File: config.mk
export PLATFORM = sky130hd
export DESIGN_NAME = coso_calib_ctrl
export DESIGN_NICKNAME = d
export VERILOG_FILES = /design/src/rtl/coso_pkg.sv /design/src/rtl/coso_sample_acc.sv /design/src/rtl/coso_calib_ctrl.sv
export SDC_FILE = /design/constraint.sdc
export NUM_CORES = 1
export LEC_CHECK = 0
export CAP_MARGIN = 30
export CORE_MARGIN = 3
export CORE_UTILIZATION = 49
export DETAILED_ROUTE_END_ITERATION = 12
export PLACE_DENSITY = 0.77
export SLEW_MARGIN = 20
export SYNTH_ARGS = -nofsm -noshare
export SYNTH_HDL_FRONTEND = slang
export SYNTH_SLANG_ARGS = --single-unit
File: constraint.sdc
create_clock -name CLK -period 2.5 [get_ports CLK]
set_input_delay 0.5 -clock CLK [delete_from_list [all_inputs] [get_ports CLK]]
set_output_delay 0.5 -clock CLK [all_outputs]
set_load 0.1 [all_outputs]
File: src/rtl/coso_pkg.sv
// Shared types and constants for the COSO TRNG calibration controller.
// Holds the FSM state encoding and the window-compare helper.
package coso_pkg;

  localparam int CFG_W = 8;
  localparam int CNT_W = 8;
  localparam int LEN_W = 8;

  typedef enum logic [2:0] {
    S_IDLE,
    S_RECONF,
    S_SETTLE,
    S_MEASURE,
    S_EVAL,
    S_LOCKED,
    S_FAIL
  } state_t;

  function automatic logic in_win(
    input logic [CNT_W-1:0] v,
    input logic [CNT_W-1:0] lo,
    input logic [CNT_W-1:0] hi
  );
    return (v >= lo) && (v <= hi);
  endfunction

endpackage

File: src/rtl/coso_sample_acc.sv
// Strobe counter plus accumulator used for both settle and measure phases.
// o_done fires on the strobe that completes i_len samples.
module coso_sample_acc
  import coso_pkg::*;
#(
  parameter int LOG2_AVG = 3
) (
  input  logic             i_clk,
  input  logic             i_rst_n,
  input  logic             i_clr,
  input  logic             i_inc,
  input  logic [LEN_W-1:0] i_len,
  input  logic [CNT_W-1:0] i_sample,
  output logic             o_done,
  output logic [CNT_W-1:0] o_mean
);

  localparam int ACC_W = CNT_W + LOG2_AVG;

  logic [LEN_W-1:0] r_cnt;
  logic [ACC_W-1:0] r_acc;

  always_ff @(posedge i_clk or negedge i_rst_n) begin
    if (!i_rst_n) begin
      r_cnt <= '0;
      r_acc <= '0;
    end else if (i_clr) begin
      r_cnt <= '0;
      r_acc <= '0;
    end else if (i_inc) begin
      r_cnt <= r_cnt + LEN_W'(1);
      r_acc <= r_acc + ACC_W'(i_sample);
    end
  end

  assign o_done = i_inc && (r_cnt == i_len - LEN_W'(1));
  assign o_mean = CNT_W'(r_acc >> LOG2_AVG);

endmodule

File: src/rtl/coso_calib_ctrl.sv
// COSO TRNG calibration controller: sweeps CFG_B until the averaged
// beat count lands in [CMIN,CMAX], then gates random bits through.
module coso_calib_ctrl
  import coso_pkg::*;
#(
  parameter int N_SETTLE   = 4,
  parameter int LOG2_AVG   = 3,
  parameter int OFF_CYC    = 2,
  parameter int MISS_LIMIT = 4
) (
  input  logic             CLK,
  input  logic             RST_X,
  input  logic             EN,
  input  logic [CFG_W-1:0] BASE_A,
  input  logic [CNT_W-1:0] CMIN,
  input  logic [CNT_W-1:0] CMAX,
  input  logic [CNT_W-1:0] CNT_IN,
  input  logic             CNT_EN,
  output logic [CFG_W-1:0] CFG_A,
  output logic [CFG_W-1:0] CFG_B,
  output logic             RNG_EN,
  output logic             BUSY,
  output logic             LOCKED,
  output logic             FAIL,
  output logic             RND_BIT,
  output logic             RND_EN
);

  localparam int OFF_W  = $clog2(OFF_CYC + 1);
  localparam int MISS_W = $clog2(MISS_LIMIT + 1);

  state_t r_state;
  state_t w_nxt;

  logic [CFG_W-1:0]  r_cfg_a;
  logic [CFG_W-1:0]  r_cfg_b;
  logic [OFF_W-1:0]  r_off;
  logic [MISS_W-1:0] r_miss;

  logic r_rng_en;
  logic r_busy;
  logic r_locked;
  logic r_fail;
  logic r_rnd_bit;
  logic r_rnd_en;

  logic w_rng_en;
  logic w_busy;
  logic w_locked;
  logic w_fail;

  logic             w_clr;
  logic             w_inc;
  logic             w_done;
  logic [LEN_W-1:0] w_len;
  logic [CNT_W-1:0] w_mean;
  logic             w_mean_ok;
  logic             w_cnt_ok;
  logic             w_miss_trip;

  // One accumulator serves settle (count only) and measure (count + sum).
  assign w_inc = CNT_EN &&
                 (r_state == S_SETTLE || r_state == S_MEASURE);
  assign w_clr = !(r_state == S_SETTLE || r_state == S_MEASURE) ||
                 (r_state == S_SETTLE && w_done);
  assign w_len = (r_state == S_SETTLE) ?
                 LEN_W'(N_SETTLE) : LEN_W'(1 << LOG2_AVG);

  coso_sample_acc #(
    .LOG2_AVG (LOG2_AVG)
  ) u_acc (
    .i_clk    (CLK),
    .i_rst_n  (RST_X),
    .i_clr    (w_clr),
    .i_inc    (w_inc),
    .i_len    (w_len),
    .i_sample (CNT_IN),
    .o_done   (w_done),
    .o_mean   (w_mean)
  );

  assign w_mean_ok   = in_win(w_mean, CMIN, CMAX);
  assign w_cnt_ok    = in_win(CNT_IN, CMIN, CMAX);
  assign w_miss_trip = (r_state == S_LOCKED) && CNT_EN &&
                       !w_cnt_ok &&
                       (r_miss == MISS_W'(MISS_LIMIT - 1));

  always_ff @(posedge CLK or negedge RST_X) begin
    if (!RST_X) r_state <= S_IDLE;
    else        r_state <= w_nxt;
  end

  always_comb begin
    w_nxt = r_state;
    if (!EN) begin
      w_nxt = S_IDLE;
    end else begin
      unique case (r_state)
        S_IDLE:
          w_nxt = (CMIN > CMAX) ? S_FAIL : S_RECONF;
        S_RECONF:
          if (r_off == OFF_W'(OFF_CYC - 1)) w_nxt = S_SETTLE;
        S_SETTLE:
          if (w_done) w_nxt = S_MEASURE;
        S_MEASURE:
          if (w_done) w_nxt = S_EVAL;
        S_EVAL:
          if (w_mean_ok)          w_nxt = S_LOCKED;
          else if (&r_cfg_b)      w_nxt = S_FAIL;
          else                    w_nxt = S_RECONF;
        S_LOCKED:
          if (w_miss_trip) w_nxt = S_RECONF;
        S_FAIL:
          w_nxt = S_FAIL;
        default:
          w_nxt = S_IDLE;
      endcase
    end
  end

  always_comb begin
    w_rng_en = 1'b0;
    w_busy   = 1'b0;
    w_locked = 1'b0;
    w_fail   = 1'b0;
    unique case (w_nxt)
      S_RECONF:  w_busy = 1'b1;
      S_SETTLE,
      S_MEASURE,
      S_EVAL: begin
        w_busy   = 1'b1;
        w_rng_en = 1'b1;
      end
      S_LOCKED: begin
        w_locked = 1'b1;
        w_rng_en = 1'b1;
      end
      S_FAIL:    w_fail = 1'b1;
      default:   ;
    endcase
  end

  always_ff @(posedge CLK or negedge RST_X) begin
    if (!RST_X) begin
      r_rng_en  <= 1'b0;
      r_busy    <= 1'b0;
      r_locked  <= 1'b0;
      r_fail    <= 1'b0;
      r_rnd_bit <= 1'b0;
      r_rnd_en  <= 1'b0;
    end else begin
      r_rng_en  <= w_rng_en;
      r_busy    <= w_busy;
      r_locked  <= w_locked;
      r_fail    <= w_fail;
      r_rnd_bit <= CNT_IN[0];
      r_rnd_en  <= CNT_EN && (r_state == S_LOCKED) &&
                   (w_nxt == S_LOCKED);
    end
  end

  always_ff @(posedge CLK or negedge RST_X) begin
    if (!RST_X) begin
      r_cfg_a <= '0;
      r_cfg_b <= '0;
    end else begin
      if (r_state == S_IDLE && w_nxt == S_RECONF) begin
        r_cfg_a <= BASE_A;
        r_cfg_b <= '0;
      end
      if (r_state == S_EVAL && w_nxt == S_RECONF)
        r_cfg_b <= r_cfg_b + CFG_W'(1);
      if (r_state == S_LOCKED && w_nxt == S_RECONF)
        r_cfg_b <= '0;
    end
  end

  always_ff @(posedge CLK or negedge RST_X) begin
    if (!RST_X) begin
      r_off  <= '0;
      r_miss <= '0;
    end else begin
      if (r_state == S_RECONF && w_nxt == S_RECONF)
        r_off <= r_off + OFF_W'(1);
      else
        r_off <= '0;
      if (r_state != S_LOCKED || w_nxt != S_LOCKED)
        r_miss <= '0;
      else if (CNT_EN)
        r_miss <= w_cnt_ok ? '0 : r_miss + MISS_W'(1);
    end
  end

  assign CFG_A   = r_cfg_a;
  assign CFG_B   = r_cfg_b;
  assign RNG_EN  = r_rng_en;
  assign BUSY    = r_busy;
  assign LOCKED  = r_locked;
  assign FAIL    = r_fail;
  assign RND_BIT = r_rnd_bit;
  assign RND_EN  = r_rnd_en;

endmodule

======== Yosys cells after proc, flatten, opt, wreduce, memory -nomap -nowiden ========
Index checks and enable logic that the tools add are counted.
word-level totals
  register bits after elaboration ......... 49
  output and inout port bits .............. 22
  logic and storage cells ................. 91
cells by class
  $add $sub $neg .......................... 6
  magnitude comparators ................... 5
  equal/unequal tests ..................... 17
  multiplexer cells ....................... 25
  reductions and logical operators ........ 25
operators with widths
  kind                                                                 count
  8-bit two-way mux                                                    5
  3-bit two-way mux                                                    11
  11-bit two-way mux                                                   2
  3-bit case mux with 7 select lines                                   1
  3-bit == test (second input constant)                                6
  8-bit by 1-bit adder with 8-bit output (second input constant)       2
  8-bit greater-or-equal comparator                                    2
  8-bit less-or-equal comparator                                       2
  3-bit by 2-bit == test with 1-bit output (second input constant)     5
  1-bit logical AND                                                    13
  11-bit by 8-bit adder with 11-bit output                             1
  8-bit == test                                                        1
  8-bit greater-than comparator                                        1
  8-bit AND reduction                                                  1
  4-bit OR reduction                                                   2
  3-bit by 1-bit == test with 1-bit output (second input constant)     2
  3-bit != test (second input constant)                                2
  4-bit by 1-bit subtractor with 5-bit output (second input constant)  1
  1-bit two-way mux                                                    4
  4-bit two-way mux                                                    1
  2-bit nonzero test                                                   2
  3-bit by 1-bit adder with 3-bit output (second input constant)       1
  3-bit logical NOT                                                    1
  1-bit logical OR                                                     3
  5 further kinds                                                      6

======== Longest topological paths before layout ========
Gate-level depths: netlist (run 1).
  word-level depth ........................ 13
  depth in mapped cells ................... 11
  gate-level depth less buffers ........... 10

======== By module ========
A second synthesis (run 1) with hierarchy kept.
second synthesis, totals
  cell total of the unflattened synthesis .. 447
  area total of the unflattened synthesis .. 4106.4 µm²
by module, submodules not included
  module           instances  cells an instance  area each (µm²)
  coso_calib_ctrl  1          261                2516.2
  coso_sample_acc  1          186                1590.3

======== Worst setup path before layout (run 1) ========
Ideal clock, no wire load.
  path type ............................... register to register
  from .................................... register r_cfg_b[0], in the netlist CFG_B[0]
  to ...................................... register r_cfg_b[0], in the netlist CFG_B[0]
  library setup time ...................... 126 ps
  arrival ................................. 2745 ps
  setup slack ............................. -371 ps
  stages on the path, launching flop included .. 10
  period minus slack after synthesis ...... 2871 ps
  cells stage by stage .................... dfrtp_1 > ha_1 > and3_1 > and3_1 > nand3_1 > a311o_1 > nand3_1 > or3_1 > buf_6 > mux2_4
between the ends
  cells in the longest elaborated chain, start to end .. 9
  elaborated cells on any way between the ends .. 13
  classes of those cells .................. add/sub (1); eq/ne (1); mux (6); reduce/logical (5)
ends and longest elaborated chain
  item                                      RTL line                                                                source
  start: declaration                        coso_calib_ctrl.sv:36                                                   logic [CFG_W-1:0] r_cfg_b;
  start signal: assignment                  coso_calib_ctrl.sv:172                                                  r_cfg_b <= r_cfg_b + CFG_W'(1);
  8-bit AND reduction                       coso_calib_ctrl.sv:109                                                  else if (&r_cfg_b) w_nxt = S_FAIL;
  3-bit two-way mux                         coso_calib_ctrl.sv:109
  3-bit two-way mux                         coso_calib_ctrl.sv:108                                                  if (w_mean_ok) w_nxt = S_LOCKED;
  3-bit case mux with 7 select lines        coso_calib_ctrl.sv:98                                                   unique case (r_state)
  3-bit two-way mux                         coso_calib_ctrl.sv:95                                                   if (!EN) begin
  3-bit by 1-bit == test with 1-bit output  coso_calib_ctrl.sv:167, coso_calib_ctrl.sv:171, coso_calib_ctrl.sv:173
  1-bit logical AND                         coso_calib_ctrl.sv:171                                                  if (r_state == S_EVAL && w_nxt == S_RECONF)
  8-bit two-way mux                         coso_calib_ctrl.sv:171
  8-bit two-way mux                         coso_calib_ctrl.sv:173                                                  if (r_state == S_LOCKED && w_nxt == S_RECONF)
Parallel ways exist; a longest one is shown, timed or not.
A chain may end at the register's enable or synchronous reset.

======== Worst setup path in the final report (run 1) ========
  from .................................... input port CMAX[3]
  to ...................................... register r_cfg_a[3], in the netlist CFG_A[3]
between the ends
  cells in the longest elaborated chain, start to end .. 10
  elaborated cells on any way between the ends .. 15
  classes of those cells .................. order compare (3); eq/ne (1); mux (5); reduce/logical (6)
ends and longest elaborated chain
  item                                          RTL line                source
  start: declaration                            coso_calib_ctrl.sv:16   input logic [CNT_W-1:0] CMAX,
  8-bit less-or-equal comparator                coso_pkg.sv:24          return (v >= lo) && (v <= hi);
  1-bit logical AND                             coso_pkg.sv:24
  1-bit logical NOT                             coso_calib_ctrl.sv:85   !w_cnt_ok &&
  1-bit logical AND                             coso_calib_ctrl.sv:84   assign w_miss_trip = (r_state == S_LOCKED) && CNT_EN &&
  1-bit logical AND                             coso_calib_ctrl.sv:85
  3-bit two-way mux                             coso_calib_ctrl.sv:112  if (w_miss_trip) w_nxt = S_RECONF;
  3-bit case mux with 7 select lines (*)        coso_calib_ctrl.sv:98
  3-bit two-way mux (*)                         coso_calib_ctrl.sv:95
  named net w_nxt[0]                            coso_calib_ctrl.sv:33   state_t w_nxt;
  3-bit by 1-bit == test with 1-bit output (*)  coso_calib_ctrl.sv:167  if (r_state == S_IDLE && w_nxt == S_RECONF) begin
  1-bit logical AND (*)                         coso_calib_ctrl.sv:167
  end signal: assignment                        coso_calib_ctrl.sv:164  r_cfg_a <= '0;
  end signal: assignment                        coso_calib_ctrl.sv:168  r_cfg_a <= BASE_A;
  end: declaration                              coso_calib_ctrl.sv:35   logic [CFG_W-1:0] r_cfg_a;
Mark *: on every way through the listed nets, which the timed path passes. The rest lies on a longest branch.

==> results of run 1 <==
## Yosys cell counts (2+ instances only)
cell,count
a22o_1,4
a211oi_1,2
nand2b_1,2
nor3_1,5
nand2_1,25
nand4_1,8
a21oi_1,27
mux2i_1,2
xor2_1,5
nand3_1,13
inv_1,28
and2_1,3
o21ai_0,28
o22a_2,6
ha_1,53
or3_1,6
and3_1,8
xnor2_1,9
o21a_1,3
nor2_1,26
dfrtp_1,49
mux2_2,8
o211ai_1,2
or2_0,2
o21bai_1,2
nor2b_1,8
a2111oi_0,2
a21o_1,3
clkbuf_1,5
## flip-flops by register name (all words and copies together), names as in the netlist
register     flops
u_acc.r_acc     11
CFG_A            8
CFG_B            8
u_acc.r_cnt      8
r_miss           3
r_state          3
r_off            2
BUSY             1
FAIL             1
LOCKED           1
RND_BIT          1
RND_EN           1
RNG_EN           1
## worst register-to-register path: stages (launching register included)
cell and delay, ps:
dfrtp_1 440, ha_4 310, nand4_1 220, o21a_1 280, o31ai_2 280, a41o_2 290
nand2_4 90, nor3b_4 210, buf_12 160, mux2_4 300
## cell families after synthesis
logic type               synth area share (%)
multiplexers                             3.60
flip-flops                               35.3
AO/OA/AOI/OAI                            16.0
adder cells (fa/ha/maj)                  19.7
XOR/XNOR                                 3.53
AND/OR/NAND/NOR                          17.9
buffers and inverters                    3.89
## routing by layer
metal	share of wire, %	up-vias	track usage [%]
met3	4.3	44	3.77
met5	0	-	0
met2	49	125	41.6
li1	-	1595	-
met4	4.5	0	8.67
met1	42	1639	31.2
## what timing repair did
action | 4_1_cts | 5_1_grt
resized for setup | 101 | 39
endpoints found under the setup margin | 32 | 28
setup buffers | 11 | 3
pin swaps | 41 | 26
## power breakdown
group | total [W] | switching, W | internal, W
Combinational | 0.00171 | 0.00107 | 0.000641
Sequential | 0.00100 | 0.0000952 | 0.000906
Clock | 0.000490 | 0.000265 | 0.000225
Total | 0.00320 | 0.00143 | 0.00177
## cell type report
| type | instances | area share [%] |
|---|---|---|
| multi-input combinational | 285 | 49.0 |
| clock inverter | 2 | 0.265 |
| timing repair buffer | 132 | 20.9 |
| sequential | 49 | 23.8 |
| tap | 96 | 2.31 |
| clock buffer | 6 | 1.59 |
| inverter | 28 | 2.02 |
## worst paths after layout
path                           startpoint              to  slack [ps]  depth (start not counted)
setup / recovery                  CMAX[3]        CFG_A[3]        -200                         11
hold / removal                      RST_X        CFG_A[2]         170                          1
hold reg to reg                  r_off[0]        r_off[0]         450                          1
setup reg to reg           u_acc.r_acc[6]        CFG_A[3]        -190                          9
max in group asynchronous           RST_X  u_acc.r_acc[4]        1770                          2
min in group CLK                 r_off[0]        r_off[0]         450                          1
## metrics by stage
step	hold slack [ps]	setup TNS (ps)	area [um2]	power [W]	instances
6_report	167	-2570	5190	0.00320	598
5_1_grt	192	-3500	5190	0.00335	598
4_1_cts	182	-1260	5060	0.00311	595
3_5_place_dp	432	-22260	4610	0.00249	577
3_3_place_gp	419	-21260	4610	0.00244	577
2_1_floorplan	204	-777	3520	0.00200	368
## layout by cell type, fill, tap and decap left out, drive strengths merged, types with 3 or more instances in the layout
master	count
o21a	3
o21ai	28
dfrtp	49
a21oi	27
inv	28
ha	53
nand4	8
buf	100
and2	3
nand2	26
nand3	13
clkdlybuf4s15	7
xnor2	9
nor3	5
dlygate4sd2	11
xor2	5
nor2	26
o22a	6
mux2	9
or2	3
a21o	3
a22o	4
and3	9
or3	6
clkdlybuf4s50	10
nor2b	8
clkbuf	10
==> run metrics, run 1 <==
status finished, violations left; violated checks setup timing; ys async rst share 100%; final period utilization 108%; CTS clk-pin slew, worst paths 100 ps; via count 3403; Post-synth EDFFs 0; worst-path fanout max 8; delay of the slowest cell on the worst path 300 ps; Worst Setup Start Kind input pin; peak supply drop 0.406 mV; Detailed Routing Iterations Pass 1 5; Power Dens Cells 617 nW/um2; drt total wl 10100 um; TritonCTS Buffers 5; initial core utilization 50.8%; die height 90.2 um; Req. time, crit path 2690 ps; global-route wire length before repair 16300 um; vias in the first global route 3367; cell type with the largest total area after synthesis dfrtp_1; Slew @ Worst Pin 773 ps; Detail Route Antenna Nets 0; RD Place Congestion 0.921; Slowest-stage cell, CP mux2_4; Mapped Nets 458; area of the die 8130 um2; Multi-input gate area 2550 um2; Synth area leaders dfrtp_1 (35%), ha_1 (19%), o21ai_0 (4.0%); Slew Viols, Final 0; nets@finish 591; Max clock buf depth 2; CTS Root Cell clkbuf_8; Peak Freq 371 MHz; worst hold path type in2async; WS Path Type in2reg; DR WL/cell 16.9 um; Crit. End Element register; Die Wd 90.2 um; input/output buffers 57; LEAKAGE 2.48 nW; unrepaired setup endpoints after global routing yes; clk_lat worst skew 310 ps; total track usage 24.3%; maxcap violations 0; number of fill cells 463; final hold violations 0; # setup viols final 20; Initial DRC Count 292; core region area 6830 um2; Post-synth top flop dfrtp_1; synthesis-to-finish area growth 49.6%; CTS tree done; Rows 30; Seq cells post-synth 49; yosys warns 0; register area share after synthesis 35.3%; register area 1240 um2; I/O pins 58; Synth top area share 35.3%; mean number of vias per cell 5.69; layout cells sized above 1 41.4%; CTS Sinks 49; skew final 13.6 ps; synthesized cell area 3470 um2; Hold-fix buffers, CTS 0; Gate Count Post-Synth 368; Critical Path, Cell by Cell dlygate4sd2_1 -> inv_2 -> ha_4 -> nand4_1 -> o21a_1 -> o31ai_2 -> a41o_2 -> nand2_4 -> nor3b_4 -> buf_12 -> mux2_4; HPWL Detailed 7070 um; CP Buf/Inv Count 3; Overflow after GRT 0; Arrival @ worst endpoint 2890 ps; Antenna diodes 0; Yosys cell types 53; H-tree depth 2; Avg Inst Size Synth 9.43 um2; worst slack at placement -811 ps; crit-path leading delay family compound AO/OA/AOI/OAI gates; initial antenna violation count 0; fin util 76.0%; min cycle time layout 2700 ps; worst rel slew slack 48.3%; largest net degree at the start of global routing 29; worst setup margin -197 ps; # DRC 0
(Power assumes the default switching activity.)
==> run 2, diff against run 1 <==
--- a/config.mk
+++ b/config.mk
@@ -6,6 +6,7 @@
 export NUM_CORES = 1
 export LEC_CHECK = 0
 export CAP_MARGIN = 30
+export CORE_ASPECT_RATIO = 1.25
 export CORE_MARGIN = 3
 export CORE_UTILIZATION = 49
 export DETAILED_ROUTE_END_ITERATION = 12
==> run 2 against run 1 <==
The run still ends with setup timing left; hold slack better by 57 ps; via count down 1.3%; utilization fell by 1.0 points; worst setup slack gained 11 ps; routed wire length shrank 5.2%; die area about the same; sequential power about the same; fmax increased by 0.41%; non-clock buffer count shrank 15; count of clock-buffer cells in the layout is 1 higher; total power shrank 2.4%; first-iteration DRC count shrank 43%; largest cell class unchanged; largest power group unchanged.
==> run metrics, run 2 (same netlist as run 1, synthesis figures left out) <==
unrepaired setup endpoints after global routing yes; global-route wire length before repair 14900 um; Slew Viols, Final 0; largest register by flop count u_acc.r_acc; final hold violations 0; HPWL Detailed 7010 um; drt total wl 9600 um; Power Dens Cells 620 nW/um2; CTS tree done; Max clock buf depth 2; Peak Freq 372 MHz; Die Wd 81.3 um; RD Place Congestion 1.01; Antenna diodes 0; die height 100 um; CTS Sinks 49; fin util 75.0%; area of the die 8140 um2; layout cells sized above 1 38.2%; commonest non-fill, non-tap cell in the layout buf_4; DR WL/cell 16.7 um; core region area 6730 um2; clk_lat worst skew 310 ps; LEAKAGE 2.38 nW; TritonCTS Buffers 5; mean number of vias per cell 5.85; WS Path Type reg2reg; synthesis-to-finish area growth 45.3%; Hold-fix buffers, CTS 0; min cycle time layout 2690 ps; # setup viols final 22; Critical Path, Cell by Cell or4_1 -> or3_4 -> or2_4 -> a21oi_2 -> a41o_2 -> nand2_4 -> nor3b_4 -> buf_12 -> mux2_4; violated checks setup timing; H-tree depth 2; worst slack at placement -773 ps; CP Buf/Inv Count 1; Detailed Routing Iterations Pass 1 5; peak supply drop 0.817 mV; # DRC 0; Req. time, crit path 2680 ps; vias in the first global route 3307; Slew @ Worst Pin 768 ps; worst-path fanout max 8; largest net degree at the start of global routing 30; Overflow after GRT 0; CTS clk-pin slew, worst paths 100 ps; worst setup margin -186 ps; initial antenna violation count 0; I/O pins 58; status finished, violations left; Initial DRC Count 167; Arrival @ worst endpoint 2870 ps; via count 3359; initial core utilization 51.6%; Crit. End Element register; Detail Route Antenna Nets 0; crit-path leading delay family simple AND/OR/NAND/NOR gates; total track usage 23.5%; input/output buffers 57; CTS Root Cell clkbuf_8; skew final 16.9 ps; worst rel slew slack 48.6%; max FFs per register 11; Worst Setup Start Kind register; Rows 33; delay of the slowest cell on the worst path 530 ps; most frequent cells in the layout buf_4 (76), dfrtp_1 (45), ha_1 (36); Slowest-stage cell, CP or4_1; worst hold path type in2async; maxcap violations 0; final period utilization 107%; nets@finish 576
## run 2: cell types whose count changed in the layout (fill, tap and decap cells not counted), sizes merged
cell / delta
clkbuf: -2
clkdlybuf4s15: -1
clkinvlp: +1
clkinv: -2
buf: -17
dlygate4sd2: +6
## run 2: per-layer routing
metal	share of wire, %	global-route usage (%)	up-vias
met5	0	0	-
met4	5.0	11.6	0
met3	5.7	4.49	45
met2	52	42.8	125
met1	37	25.3	1624
li1	-	-	1565
## run 2: final cells by class
type	count	area, um2
inverter	28	105
timing repair buffer	117	976
sequential	49	1230
clock inverter	1	7.51
tap	87	109
clock buffer	7	86.3
multi-input combinational	285	2530
fill	467	1690
## run 2: worst paths after layout
kind	from	end	slack [ps]	cells past startpoint
hold / removal	RST_X	CFG_B[7]	220	1
setup reg to reg	u_acc.r_cnt[4]	CFG_A[4]	-190	9
min in group CLK	r_off[0]	r_off[0]	440	1
max in group asynchronous	RST_X	RND_EN	1720	2
hold reg to reg	r_off[0]	r_off[0]	440	1
setup / recovery	u_acc.r_cnt[4]	CFG_A[4]	-190	9
## run 2: report_power, final
part,internal (W),switching (W),leakage [nW]
Sequential,0.000905,0.0000842,0.650
Clock,0.000225,0.000261,0.0445
Combinational,0.000600,0.00105,1.69
Total,0.00173,0.00139,2.38
## run 2: metrics by stage
step                hold WS, ps  std cells  power, W  cell area (um2)  setup TNS, ps
floorplan                   204        368   0.00200             3520           -777
global placement            418        560   0.00243             4540         -16820
detailed placement          428        560   0.00247             4540         -19590
CTS                         253        570   0.00305             4860          -2430
global route                274        574   0.00328             5040          -4900
finish                      223        574   0.00313             5040          -2770
## run 2: repair_timing
action                     CTS  global route
setup endpoints to repair   30            30
buffers inserted             2             4
pin swaps                   31            24
gates resized for setup     83            36
==> run 3, diff against run 2 <==
--- a/config.mk
+++ b/config.mk
@@ -8,9 +8,10 @@
 export CAP_MARGIN = 30
 export CORE_ASPECT_RATIO = 1.25
 export CORE_MARGIN = 3
-export CORE_UTILIZATION = 49
+export CORE_UTILIZATION = 54
 export DETAILED_ROUTE_END_ITERATION = 12
-export PLACE_DENSITY = 0.77
+export PLACE_DENSITY = 0.81
+export REMOVE_ABC_BUFFERS = 1
 export SLEW_MARGIN = 20
 export SYNTH_ARGS = -nofsm -noshare
 export SYNTH_HDL_FRONTEND = slang
==> constraint.sdc (replaced) <==
create_clock -name CLK -period 2.9 [get_ports CLK]
set_input_delay 0.58 -clock CLK [delete_from_list [all_inputs] [get_ports CLK]]
set_output_delay 0.58 -clock CLK [all_outputs]
set_load 0.1 [all_outputs]
==> run 3 against run 2 <==
Critical path type is now in2reg; global-route usage rose by 1.1 points; sequential power fell by 13%; the flow now finishes without violations; first-iteration DRC count fell by 1.2%.
==> run metrics, run 3 (same netlist as run 1, synthesis figures left out) <==
Critical Path, Cell by Cell clkdlybuf4s50_1 -> ha_1 -> nand2_1 -> nor4_1 -> a21oi_1 -> or4b_4 -> nand3_2 -> buf_6 -> and2b_2 -> and3_4; final hold violations 0; Max clock buf depth 2; GRT busiest layer met2; dpl cells 541; core region area 6210 um2; Req. time, crit path 3150 ps; CTS Root Cell clkbuf_8; largest register by flop count u_acc.r_acc; total track usage 24.6%; internal power 0.00143 W; initial core utilization 55.9%; register share of total power 32.9%; register area 1230 um2; Slew @ Worst Pin 772 ps; Antenna diodes 0; die height 95.6 um; clk_lat worst skew 300 ps; min cycle time layout 2870 ps; # DRC 0; nets@finish 557; layout cells sized above 1 29.9%; RD Place Congestion 0.914; Worst Setup Start Kind input pin; TritonCTS Buffers 5; max FFs per register 11; maxcap violations 0; vias in the first global route 3160; most frequent cells in the layout buf_4 (61), dfrtp_1 (49), ha_1 (41); worst setup margin 28.1 ps; CTS clk-pin slew, worst paths 90 ps; worst rel slew slack 48.4%; Multi-input gate area 2430 um2; Detailed Routing Iterations Pass 1 4; Die Wd 77.7 um; delay of the slowest cell on the worst path 560 ps; area of the die 7430 um2; Arrival @ worst endpoint 3120 ps; commonest non-fill, non-tap cell in the layout buf_4; initial antenna violation count 0; DR WL/cell 17.7 um; Detail Route Antenna Nets 0; Rows 32; Clock power frac 15.6%; status finished, final reports clean; GRT met1 Usage 27.0%; WS Path Type in2reg; final period utilization 99.0%; Initial DRC Count 165; met3 usage 3.97%; mean number of vias per cell 5.81; final setup TNS 0 ps; Crit. End Element register; skew final 7.15 ps; HPWL Detailed 6950 um; CP Buf/Inv Count 2; LEAKAGE 2.34 nW; I/O pins 58; worst-path fanout max 5; Switching Share 45.6%; Final Instance Area 4810 um2; largest net degree at the start of global routing 50; Slowest-stage cell, CP or4b_4; drt total wl 9810 um; NetSw 0.00119 W; worst slack at placement -596 ps; Peak Freq 348 MHz; placed cell area 4350 um2; Hold-fix buffers, CTS 0; number of fill cells 419; via count 3215; Overflow after GRT 0; global-route wire length before repair 14500 um; GR Layer Usage met2 49.6%; Power Dens Cells 545 nW/um2; combinational share of power 51.5%; input/output buffers 57; crit-path leading delay family simple AND/OR/NAND/NOR gates; # setup viols final 0; H-tree depth 2; Finished Layout Cells 553; peak supply drop 0.920 mV; synthesis-to-finish area growth 38.6%; worst hold path type in2async; Slew Viols, Final 0; unrepaired setup endpoints after global routing yes; CTS tree done; CTS Sinks 49
run 3: changes by cell type in the layout (fill, tap and decap cells not counted), sizes merged:
cell           previous run  this run
dlymetal6s2s              0        10
clkinvlp                  1         0
buf                      83        64
clkbuf                    8         5
clkdlybuf4s50            10        21
dlygate4sd2              17         3
clkdlybuf4s15             6         0
clkinv                    0         3
run 3: repair_timing:
item                       in CTS  in global routing
pin swaps                      15                 32
resized for setup              31                 49
setup endpoints to repair      24                 26
setup buffers                   1                  3
run 3: path summary, 6_finish.rpt:
kind / start / end / cells past startpoint / slack, ps
setup / recovery: CNT_IN[7] / r_miss[2] / 10 / 30
hold / removal: RST_X / CFG_A[1] / 2 / 370
setup reg to reg: u_acc.r_cnt[3] / CFG_A[5] / 9 / 160
hold reg to reg: r_off[0] / r_off[0] / 1 / 460
max in group asynchronous: RST_X / CFG_B[6] / 2 / 2120
min in group CLK: r_off[0] / r_off[0] / 1 / 460
run 3: final cells by class:
cell class	instances	area share (%)
Clock buffer	5	1.43
Clock inverter	3	0.468
Inverter	28	2.18
Multi-Input combinational cell	285	50.4
Sequential cell	49	25.5
Tap cell	85	2.21
Timing Repair Buffer	98	17.8
run 3: layer usage:
| layer | wire, um | share of wire [%] | up-vias |
|---|---|---|---|
| li1 | - | - | 1525 |
| met1 | 3770 | 38 | 1566 |
| met2 | 5400 | 55 | 104 |
| met3 | 431 | 4.4 | 20 |
| met4 | 210 | 2.1 | 0 |
| met5 | 0 | 0 | - |
run 3: worst reg2reg max path, stage by stage (launching register included):
cell     delay (ps)
dfrtp_1         430
or4_1           520
or3_1           340
or2_0           240
a21oi_1         170
a41o_2          160
nand2_4          70
nor3b_4         230
buf_12          170
mux2_4          300
run 3: power groups by stage:
| stage | Sequential, W | Clock (W) | Combinational (W) |
|---|---|---|---|
| 2_1_floorplan | 0.00133 | 0 | 0.000376 |
| 3_3_place_gp | 0.000860 | 0 | 0.00119 |
| 3_5_place_dp | 0.000866 | 0 | 0.00121 |
| 4_1_cts | 0.000854 | 0.000423 | 0.00125 |
| 5_1_grt | 0.000876 | 0.000447 | 0.00143 |
| 6_report | 0.000862 | 0.000409 | 0.00135 |
run 3: metrics by stage:
stage	hold WS (ps)	util (%)	total power (W)
2_1_floorplan	284	-	0.00170
3_3_place_gp	417	70.1	0.00205
3_5_place_dp	441	70.1	0.00208
4_1_cts	387	73.3	0.00252
5_1_grt	401	77.5	0.00275
6_report	369	77.5	0.00262
==> RTL edit: new RTL, flow settings as in run 1 <==
Remove the register `r_rng_en`: a continuous assignment takes its place, so the output `RNG_EN` follows one clock earlier.
--- a/src/rtl/coso_calib_ctrl.sv
+++ b/src/rtl/coso_calib_ctrl.sv
@@ -142,14 +142,12 @@
 
   always_ff @(posedge CLK or negedge RST_X) begin
     if (!RST_X) begin
-      r_rng_en  <= 1'b0;
       r_busy    <= 1'b0;
       r_locked  <= 1'b0;
       r_fail    <= 1'b0;
       r_rnd_bit <= 1'b0;
       r_rnd_en  <= 1'b0;
     end else begin
-      r_rng_en  <= w_rng_en;
       r_busy    <= w_busy;
       r_locked  <= w_locked;
       r_fail    <= w_fail;
@@ -158,6 +156,8 @@
                    (w_nxt == S_LOCKED);
     end
   end
+
+  assign r_rng_en = w_rng_en;
 
   always_ff @(posedge CLK or negedge RST_X) begin
     if (!RST_X) begin
Behaviour: not the same (a bounded check fails within 4 cycles, from zero or initial values and one cycle with RST_X low).
==> RTL edit against run 1 <==
Synthesized area fell by 0.72%. Critical path depth fell by 2. Fmax decreased by 17%. Register-to-register slack got worse by 0.35 ns. Sequential cell count fell by 1. Setup slack worse by 0.54 ns. Critical path type is now reg2out. Design area grew 2.4%. Critical endpoint is now RNG_EN. Core utilization grew 5.0 points. The run still ends with setup timing left. Total power is 6.6% higher. Synthesized cell count down 0.27%. Sequential share of layout area is 0.90 points lower. Count of clock-buffer cells in the layout stayed put. Largest cell class unchanged. Wire length decreased by 0.27%.
==> RTL edit: results (changes against run 1) <==
outcome:
  outcome: "finished with violations"
  failed_checks: "setup timing"
routing:
  via_per_inst: 5.56  # -2.4%
  vias: 3345  # -1.7%
  drt_iter0_markers: 280  # -4.1%
  wl_per_cell_um: 16.8  # -0.93%
place:
  pre_cts_ws_ns: -1.08  # -0.269 ns
  dp.cells: 572  # -0.87%
  hpwl_um: 7010  # -0.78%
grt:
  grt_max_degree: 39  # +34%
  antenna_found_initial: 0  # unchanged
  grt_pass1_wl_um: 15600  # -4.2%
  track_usage_pct: 23.3  # -1.0 points
sta:
  fin_setup_tns_ns: -7.50  # -4.93 ns
  setup_viol: 23  # +15%
  skew_ns: 0.0108  # -0.00282 ns
  setup_ws_ns: -0.734  # -0.537 ns
  relSlewSlack_pct: 45.0  # -3.3 points
synthesis:
  yosysSeqAreaShare_pct: 34.9  # -0.47 points
  synth_commonest_cells: "ha_1 (53), dfrtp_1 (48), inv_1 (28), o21ai_0 (28), a21oi_1 (27)"
  synth_area_leaders: "dfrtp_1 (35%), ha_1 (19%), o21ai_0 (4.1%), a21oi_1 (3.9%), inv_1 (3.1%)"
  synthCells: 367  # -0.27%
  syn-num-nets: 457  # -0.22%
worst_setup_path:
  r2r_start: "u_acc.r_acc[8]"
  rr_worst_depth: 13  # +4
  crit_fanout: 3  # -5
  r2r-end: "CFG_B[0]"
  arrival_ns: 2.73  # -0.16 ns
cells_and_area:
  drive_gt1_share_pct: 43.6  # +2.2 points
  finalNetCount: 598  # +1.2%
power_and_ir_drop:
  leakagePower_nw: 2.53  # +2.1%
-- RTL edit: changes by cell type after synthesis, sizes merged --
cell	before	now
dfrtp	49	48
-- RTL edit: per-layer routing --
layer  share of wire, %  GRT usage (%)  routed length [um]  up-vias
li1                   -              -                   -     1611
met1                 42           31.4                4280     1580
met2                 50           40.2                5070      126
met3                5.3           2.84                 531       28
met4                2.1           5.23                 216        0
met5                  0              0                   0        -
-- RTL edit: logic make-up after synthesis --
group | Yosys count | share of synthesized area (%)
AO/OA/AOI/OAI | 88 | 16.2
XOR/XNOR | 14 | 3.56
adder cells (fa/ha/maj) | 54 | 19.8
buffers and inverters | 34 | 3.92
flip-flops | 48 | 34.9
multiplexers | 11 | 3.63
AND/OR/NAND/NOR | 118 | 18.0
-- RTL edit: critical path: stages (launching register included) --
cell and delay, ns:
dfrtp_2 0.45, ha_4 0.28, nand4_1 0.18, o21a_1 0.25
or3_4 0.40, a311o_1 0.32, nand3_4 0.14, xnor2_4 0.09
nor2_4 0.13, buf_12 0.18
-- RTL edit: worst max-delay path by stage --
stage             end  slack, ns  cells after the start
2_1_floorplan  RNG_EN      -0.48                     10
3_5_place_dp   RNG_EN      -1.08                     12
5_1_grt        RNG_EN      -0.78                     10
4_1_cts        RNG_EN      -0.66                     10
6_report       RNG_EN      -0.73                      9
3_3_place_gp   RNG_EN      -1.04                     12
-- RTL edit: repair_timing --
item | 4_1_cts | 5_1_grt
setup endpoints to repair | 32 | 37
setup buffers | 14 | 10
hold buffers | 0 | 0
resized for setup | 121 | 25
pin swaps | 34 | 41
endpoints found under the hold margin | 0 | 0
-- RTL edit: layout make-up --
type	count	area (um2)
timing repair buffer	140	1150
tap	93	116
clock buffer	6	72.6
clock inverter	2	60.1
inverter	28	133
fill	396	1250
multi-input combinational	285	2560
sequential	48	1220
-- RTL edit: where the power goes --
| group | switching, mW | total, mW | leakage (nW) | internal (mW) |
|---|---|---|---|---|
| clock | 0.257 | 0.656 | 0.0654 | 0.400 |
| combinational | 1.10 | 1.79 | 1.84 | 0.687 |
| sequential | 0.0796 | 0.966 | 0.626 | 0.887 |
